`src/rtl/flash_pkg.sv`:
```
// Shared types and defaults for the parallel-NOR flash responder.
package flash_pkg;

    typedef enum logic [2:0] {
        IDLE,
        READ_WAIT,
        READ_DRIVE,
        PROG_WAIT,
        PROG_DONE
    } state_e;

    localparam logic [15:0] ERASED_WORD = 16'hFFFF;
    localparam int unsigned READ_CYCLES_DEF = 10;
    localparam int unsigned PROG_CYCLES_DEF = 4;

    function automatic int unsigned max2(input int unsigned a, input int unsigned b);
        return (a > b) ? a : b;
    endfunction

endpackage

```
`src/rtl/access_timer.sv`:
```
// Saturating access timer with clear/enable and a read/program terminal count.
module access_timer #(
    parameter int unsigned TW       = 5,
    parameter int unsigned READ_LIM = 10,
    parameter int unsigned PROG_LIM = 4
) (
    input  logic clk,
    input  logic rst,
    input  logic clr_i,
    input  logic en_i,
    input  logic sel_prog_i,
    output logic tc_o
);

    logic [TW-1:0] cnt_q;
    logic [TW-1:0] cnt_d;
    logic [TW-1:0] lim;

    assign lim  = sel_prog_i ? TW'(PROG_LIM - 1) : TW'(READ_LIM - 1);
    assign tc_o = (cnt_q >= lim);

    always_comb begin
        cnt_d = cnt_q;
        if (clr_i) begin
            cnt_d = '0;
        end else if (en_i && (cnt_q != '1)) begin
            cnt_d = cnt_q + TW'(1);
        end
    end

    always_ff @(posedge clk) begin
        if (rst) begin
            cnt_q <= '0;
        end else begin
            cnt_q <= cnt_d;
        end
    end

endmodule

```
`src/rtl/flash_responder.sv`:
```
// NOR flash target: timed reads, AND-only program cycles into a word array.
module flash_responder
    import flash_pkg::*;
#(
    parameter int unsigned ADDR_W      = 16,
    parameter int unsigned DATA_W      = 16,
    parameter int unsigned DEPTH       = 64,
    parameter int unsigned READ_CYCLES = READ_CYCLES_DEF,
    parameter int unsigned PROG_CYCLES = PROG_CYCLES_DEF
) (
    input  logic              clk,
    input  logic              rst,
    input  logic              ce_n,
    input  logic              oe_n,
    input  logic              we_n,
    input  logic [ADDR_W-1:0] address,
    input  logic [DATA_W-1:0] data_in,
    output logic [DATA_W-1:0] data_out,
    output logic              data_valid,
    output logic              busy,
    output logic              bus_err
);

    localparam int unsigned TW = $clog2(max2(READ_CYCLES, PROG_CYCLES)) + 1;
    localparam int unsigned IW = $clog2(DEPTH);
    localparam logic [DATA_W-1:0] ERASED = DATA_W'(ERASED_WORD);

    state_e            state_q, state_d;
    logic [ADDR_W-1:0] addr_q;
    logic [DATA_W-1:0] data_q;
    logic [DATA_W-1:0] dout_q;
    logic              err_q, err_d;
    logic [DATA_W-1:0] mem_q [DEPTH];

    logic rd, pg, ill;
    logic clr, en, tc;
    logic latch_a, latch_d, commit, load_out;
    logic mapped;
    logic [IW-1:0] idx;

    assign rd  = !ce_n && !oe_n &&  we_n;
    assign pg  = !ce_n &&  oe_n && !we_n;
    assign ill = !ce_n && !oe_n && !we_n;

    assign mapped = (addr_q < ADDR_W'(DEPTH));
    assign idx    = addr_q[IW-1:0];

    access_timer #(
        .TW       (TW),
        .READ_LIM (READ_CYCLES),
        .PROG_LIM (PROG_CYCLES)
    ) u_timer (
        .clk        (clk),
        .rst        (rst),
        .clr_i      (clr),
        .en_i       (en),
        .sel_prog_i (state_q == PROG_WAIT),
        .tc_o       (tc)
    );

    always_comb begin
        state_d  = state_q;
        clr      = 1'b0;
        en       = 1'b0;
        latch_a  = 1'b0;
        latch_d  = 1'b0;
        commit   = 1'b0;
        load_out = 1'b0;
        err_d    = 1'b0;
        // Illegal strobes abort any cycle in flight.
        if (ill) begin
            err_d   = 1'b1;
            state_d = IDLE;
        end else begin
            unique case (state_q)
                IDLE: begin
                    if (rd) begin
                        latch_a = 1'b1;
                        clr     = 1'b1;
                        state_d = READ_WAIT;
                    end else if (pg) begin
                        latch_a = 1'b1;
                        latch_d = 1'b1;
                        clr     = 1'b1;
                        state_d = PROG_WAIT;
                    end
                end
                READ_WAIT: begin
                    if (!rd) begin
                        state_d = IDLE;
                    end else if (address != addr_q) begin
                        latch_a = 1'b1;
                        clr     = 1'b1;
                    end else if (tc) begin
                        load_out = 1'b1;
                        state_d  = READ_DRIVE;
                    end else begin
                        en = 1'b1;
                    end
                end
                READ_DRIVE: begin
                    if (!rd) begin
                        state_d = IDLE;
                    end else if (address != addr_q) begin
                        latch_a = 1'b1;
                        clr     = 1'b1;
                        state_d = READ_WAIT;
                    end
                end
                PROG_WAIT: begin
                    if (!pg) begin
                        state_d = IDLE;
                    end else if (tc) begin
                        commit  = mapped;
                        err_d   = !mapped;
                        state_d = PROG_DONE;
                    end else begin
                        en = 1'b1;
                    end
                end
                PROG_DONE: begin
                    if (we_n || ce_n) begin
                        state_d = IDLE;
                    end
                end
                default: state_d = IDLE;
            endcase
        end
    end

    always_ff @(posedge clk) begin
        if (rst) begin
            state_q <= IDLE;
            addr_q  <= '0;
            data_q  <= '0;
            dout_q  <= '0;
            err_q   <= 1'b0;
        end else begin
            state_q <= state_d;
            err_q   <= err_d;
            if (latch_a) addr_q <= address;
            if (latch_d) data_q <= data_in;
            if (load_out) dout_q <= mapped ? mem_q[idx] : ERASED;
        end
    end

    // Flash program semantics: bits can only be cleared.
    always_ff @(posedge clk) begin
        if (rst) begin
            for (int i = 0; i < int'(DEPTH); i++) begin
                mem_q[i] <= ERASED;
            end
        end else if (commit) begin
            mem_q[idx] <= mem_q[idx] & data_q;
        end
    end

    assign data_valid = (state_q == READ_DRIVE);
    assign data_out   = data_valid ? dout_q : '0;
    assign busy       = (state_q == READ_WAIT) || (state_q == READ_DRIVE)
                        || (state_q == PROG_WAIT);
    assign bus_err    = err_q;

endmodule

```
`config.mk`:
```
export PLATFORM = sky130hd
export DESIGN_NAME = flash_responder
export DESIGN_NICKNAME = d
export VERILOG_FILES = /design/src/rtl/flash_pkg.sv /design/src/rtl/access_timer.sv /design/src/rtl/flash_responder.sv
export SDC_FILE = /design/constraint.sdc
export NUM_CORES = 2
export LEC_CHECK = 0
export CAP_MARGIN = 20
export CORE_ASPECT_RATIO = 1.2
export CORE_MARGIN = 10
export CORE_UTILIZATION = 25
export DETAILED_ROUTE_END_ITERATION = 16
export PLACE_DENSITY = 0.49
export SYNTH_ARGS = -nofsm -noshare
export SYNTH_HDL_FRONTEND = slang
export SYNTH_SLANG_ARGS = --single-unit
```
`constraint.sdc`:
```
create_clock -name clk -period 8.9 [get_ports clk]
set_input_delay 1.78 -clock clk [delete_from_list [all_inputs] [get_ports clk]]
set_output_delay 1.78 -clock clk [all_outputs]
set_load 0.05 [all_outputs]
```
==> out/metrics.cfg <==
[critical_path]
start_kind=flip-flop
crit_fanout=49
critPathKind=reg2reg
end_kind=flip-flop
critPathRequiredTime_ps=9350
critical_path_arrival_ps=5530

[timing]
worstMarginPinSlew_ps=1133
setup_viol=0
rsz0062_at_grt=no
max_freq_mhz=196.6
finalCritPeriodShare_pct=57.14
slew_viol_final=0
relSlewSlack_pct=24.48
finalHoldViolCount=0
tns_ps=0
fin_skew_ps=33.27
layout_min_cycle_time_ps=5085

[run]
drv_cap=0

[yosys]
synth_edf_count=1024
synth_area_um2=49070
async_flop_share_pct=0
syn_nets=3489
synthCells=3448
yosys_warnings=0
ys_types=54
yosysSeqAreaShare_pct=65.23
ys_ff_latch=1087
synth_ff_type=edfxtp_1
synth.avg_cell_area_um2=14.23

[power_and_ir_drop]
power.density_nw_per_um2=205.1
max-vdd-ir-drop_mv=0.1801
leakagePower_nw=13.23

[final_layout]
area_growth_pct=12.41
nets=3418
num-fill-cells=19800
drive_above_1_share_pct=17.97
final_util_pct=28.21
multi_input_area_um2=15120
regArea_um2=32020

[placement]
portBuffers=55
detailed_place_hpwl_um=94210
gp_congestion=0.7948

[global_routing]
antenna_found_initial=4
grt_pass1_wl_um=214700
global_route.usage.total_pct=13.60
grt_max_degree=105
overflow=0
grt_pass1_vias=28720

[status]
status=completed

[clock_tree]
cts_root_buffer=clkbuf_16
clockBufferDepth=3
htreeDepth=3
clk_latency_ps=750
post_cts_buffers=0
cts-resized-gates=0
path_clk_slew_ps=60
numCtsBuffers=112
clkSinkCount=1087
hold_buffers=0
cts_tree=yes

[floorplan]
die_w_um=424.4
core_um2=195500
start_util_pct=25.10
die_h_um=505.3
rows=178
dieArea_um2=214500
pin_count=56

[route]
first_pass_iters=6
wl_per_cell_um=24.58
drt_iter0_drc=2829
vias_per_cell=4.657
vias=28340
wl_um=149500
ant_nets=0
drcViolationCount=0

[worst_hold_path]
hold_path_class=reg2reg

-- area by class of cell --
cell class,instances,area share (%)
Antenna cell,1,0.004536
Clock buffer,162,5.661
Clock inverter,48,0.8143
Inverter,3,0.02041
Multi-Input combinational cell,2049,27.41
Sequential cell,1087,58.05
Tap cell,2610,5.920
Timing Repair Buffer,124,2.121
-- power by group --
group / total [mW] / internal (mW) / switching [mW]
Combinational: 0.982 / 0.269 / 0.713
Clock: 4.68 / 2.64 / 2.04
Sequential: 5.65 / 5.59 / 0.0676
-- registers in the layout, indices dropped and copies added (netlist names), named ones only --
name,flops
mem_q,1024
addr_q,16
data_q,16
dout_q,16
u_timer.cnt_q,5
state_q,3
bus_err,1
-- synth_stat cells, drive strengths merged, types with 19 or more instances --
library cell / number / area [um^2]
clkbuf: 55 / 207.7
and2: 19 / 118.9
a32o: 25 / 250.2
nor2b: 32 / 200.2
a21oi: 62 / 310.3
a22oi: 76 / 570.6
edfxtp: 1024 / 30750
or2: 67 / 419.2
nor3: 68 / 1030
dfxtp: 63 / 1261
nand2: 1092 / 4099
mux4: 204 / 4594
nand2b: 34 / 220.2
nor2: 58 / 220.2
mux2i: 146 / 1461
nor4: 23 / 244.0
buf: 254 / 1794
a211oi: 43 / 322.8
-- logic make-up after synthesis --
family	after synthesis	share of synthesized area, %
AND/OR/NAND/NOR	1440	14.23
flip-flops	1087	65.23
multiplexers	350	12.34
buffers and inverters	312	4.102
AO/OA/AOI/OAI	237	3.669
XOR/XNOR	18	0.3213
adder cells (fa/ha/maj)	4	0.1020
-- layer usage --
metal	vias up	wire, um	GRT usage, %
met2	926	74120	22.94
li1	12490	-	-
met1	14740	61540	17.49
met4	0	5861	5.624
met5	-	0	0
met3	187	7988	1.778
-- through the flow --
step                      hold slack, ps  cell area [um^2]  cells  worst slack, ps  total power [mW]
after detailed placement           487.3             51580   5872             3246             6.756
after CTS                          495.7             55150   6082             3672             11.40
after global placement             486.1             51560   5871             3299             6.753
after floorplan                    436.8             49070   3448             4918             6.379
after global routing               522.4             55160   6084             3459             11.64
final                              492.1             55160   6084             3815             11.31
-- worst paths after layout --
path | from | end | slack [ps] | cells past startpoint
worst min register to register | dout_q[4] | dout_q[4] | 490 | 2
worst min-delay path | dout_q[4] | dout_q[4] | 490 | 2
worst max register to register | flip-flop | mem_q[63][3] | 3810 | 10
worst max-delay path | flip-flop | mem_q[63][3] | 3810 | 10
-- placed cells by master (no fill, tap or decap), drive strengths merged, types with 36 or more instances in the layout --
master and count:
a211oi 43, a22oi 76, nor2 58, nand2 1092
buf 70, a21oi 62, or2 67, mux2i 146
clkbuf 162, clkinv 36, nor3 68, mux4 204
clkdlybuf4s50 54, dfxtp 63, edfxtp 1024
-- worst max-delay path, cell delays in order (launching register included) --
cell and delay (ps):
dfxtp_4 890, buf_4 530, nor2b_2 770, buf_4 350
a22oi_1 90, a21oi_1 180, nor4b_2 130, o21ai_4 430
buf_4 690, buf_4 520, nand2_1 100
Power figures use the tool's default switching activity.
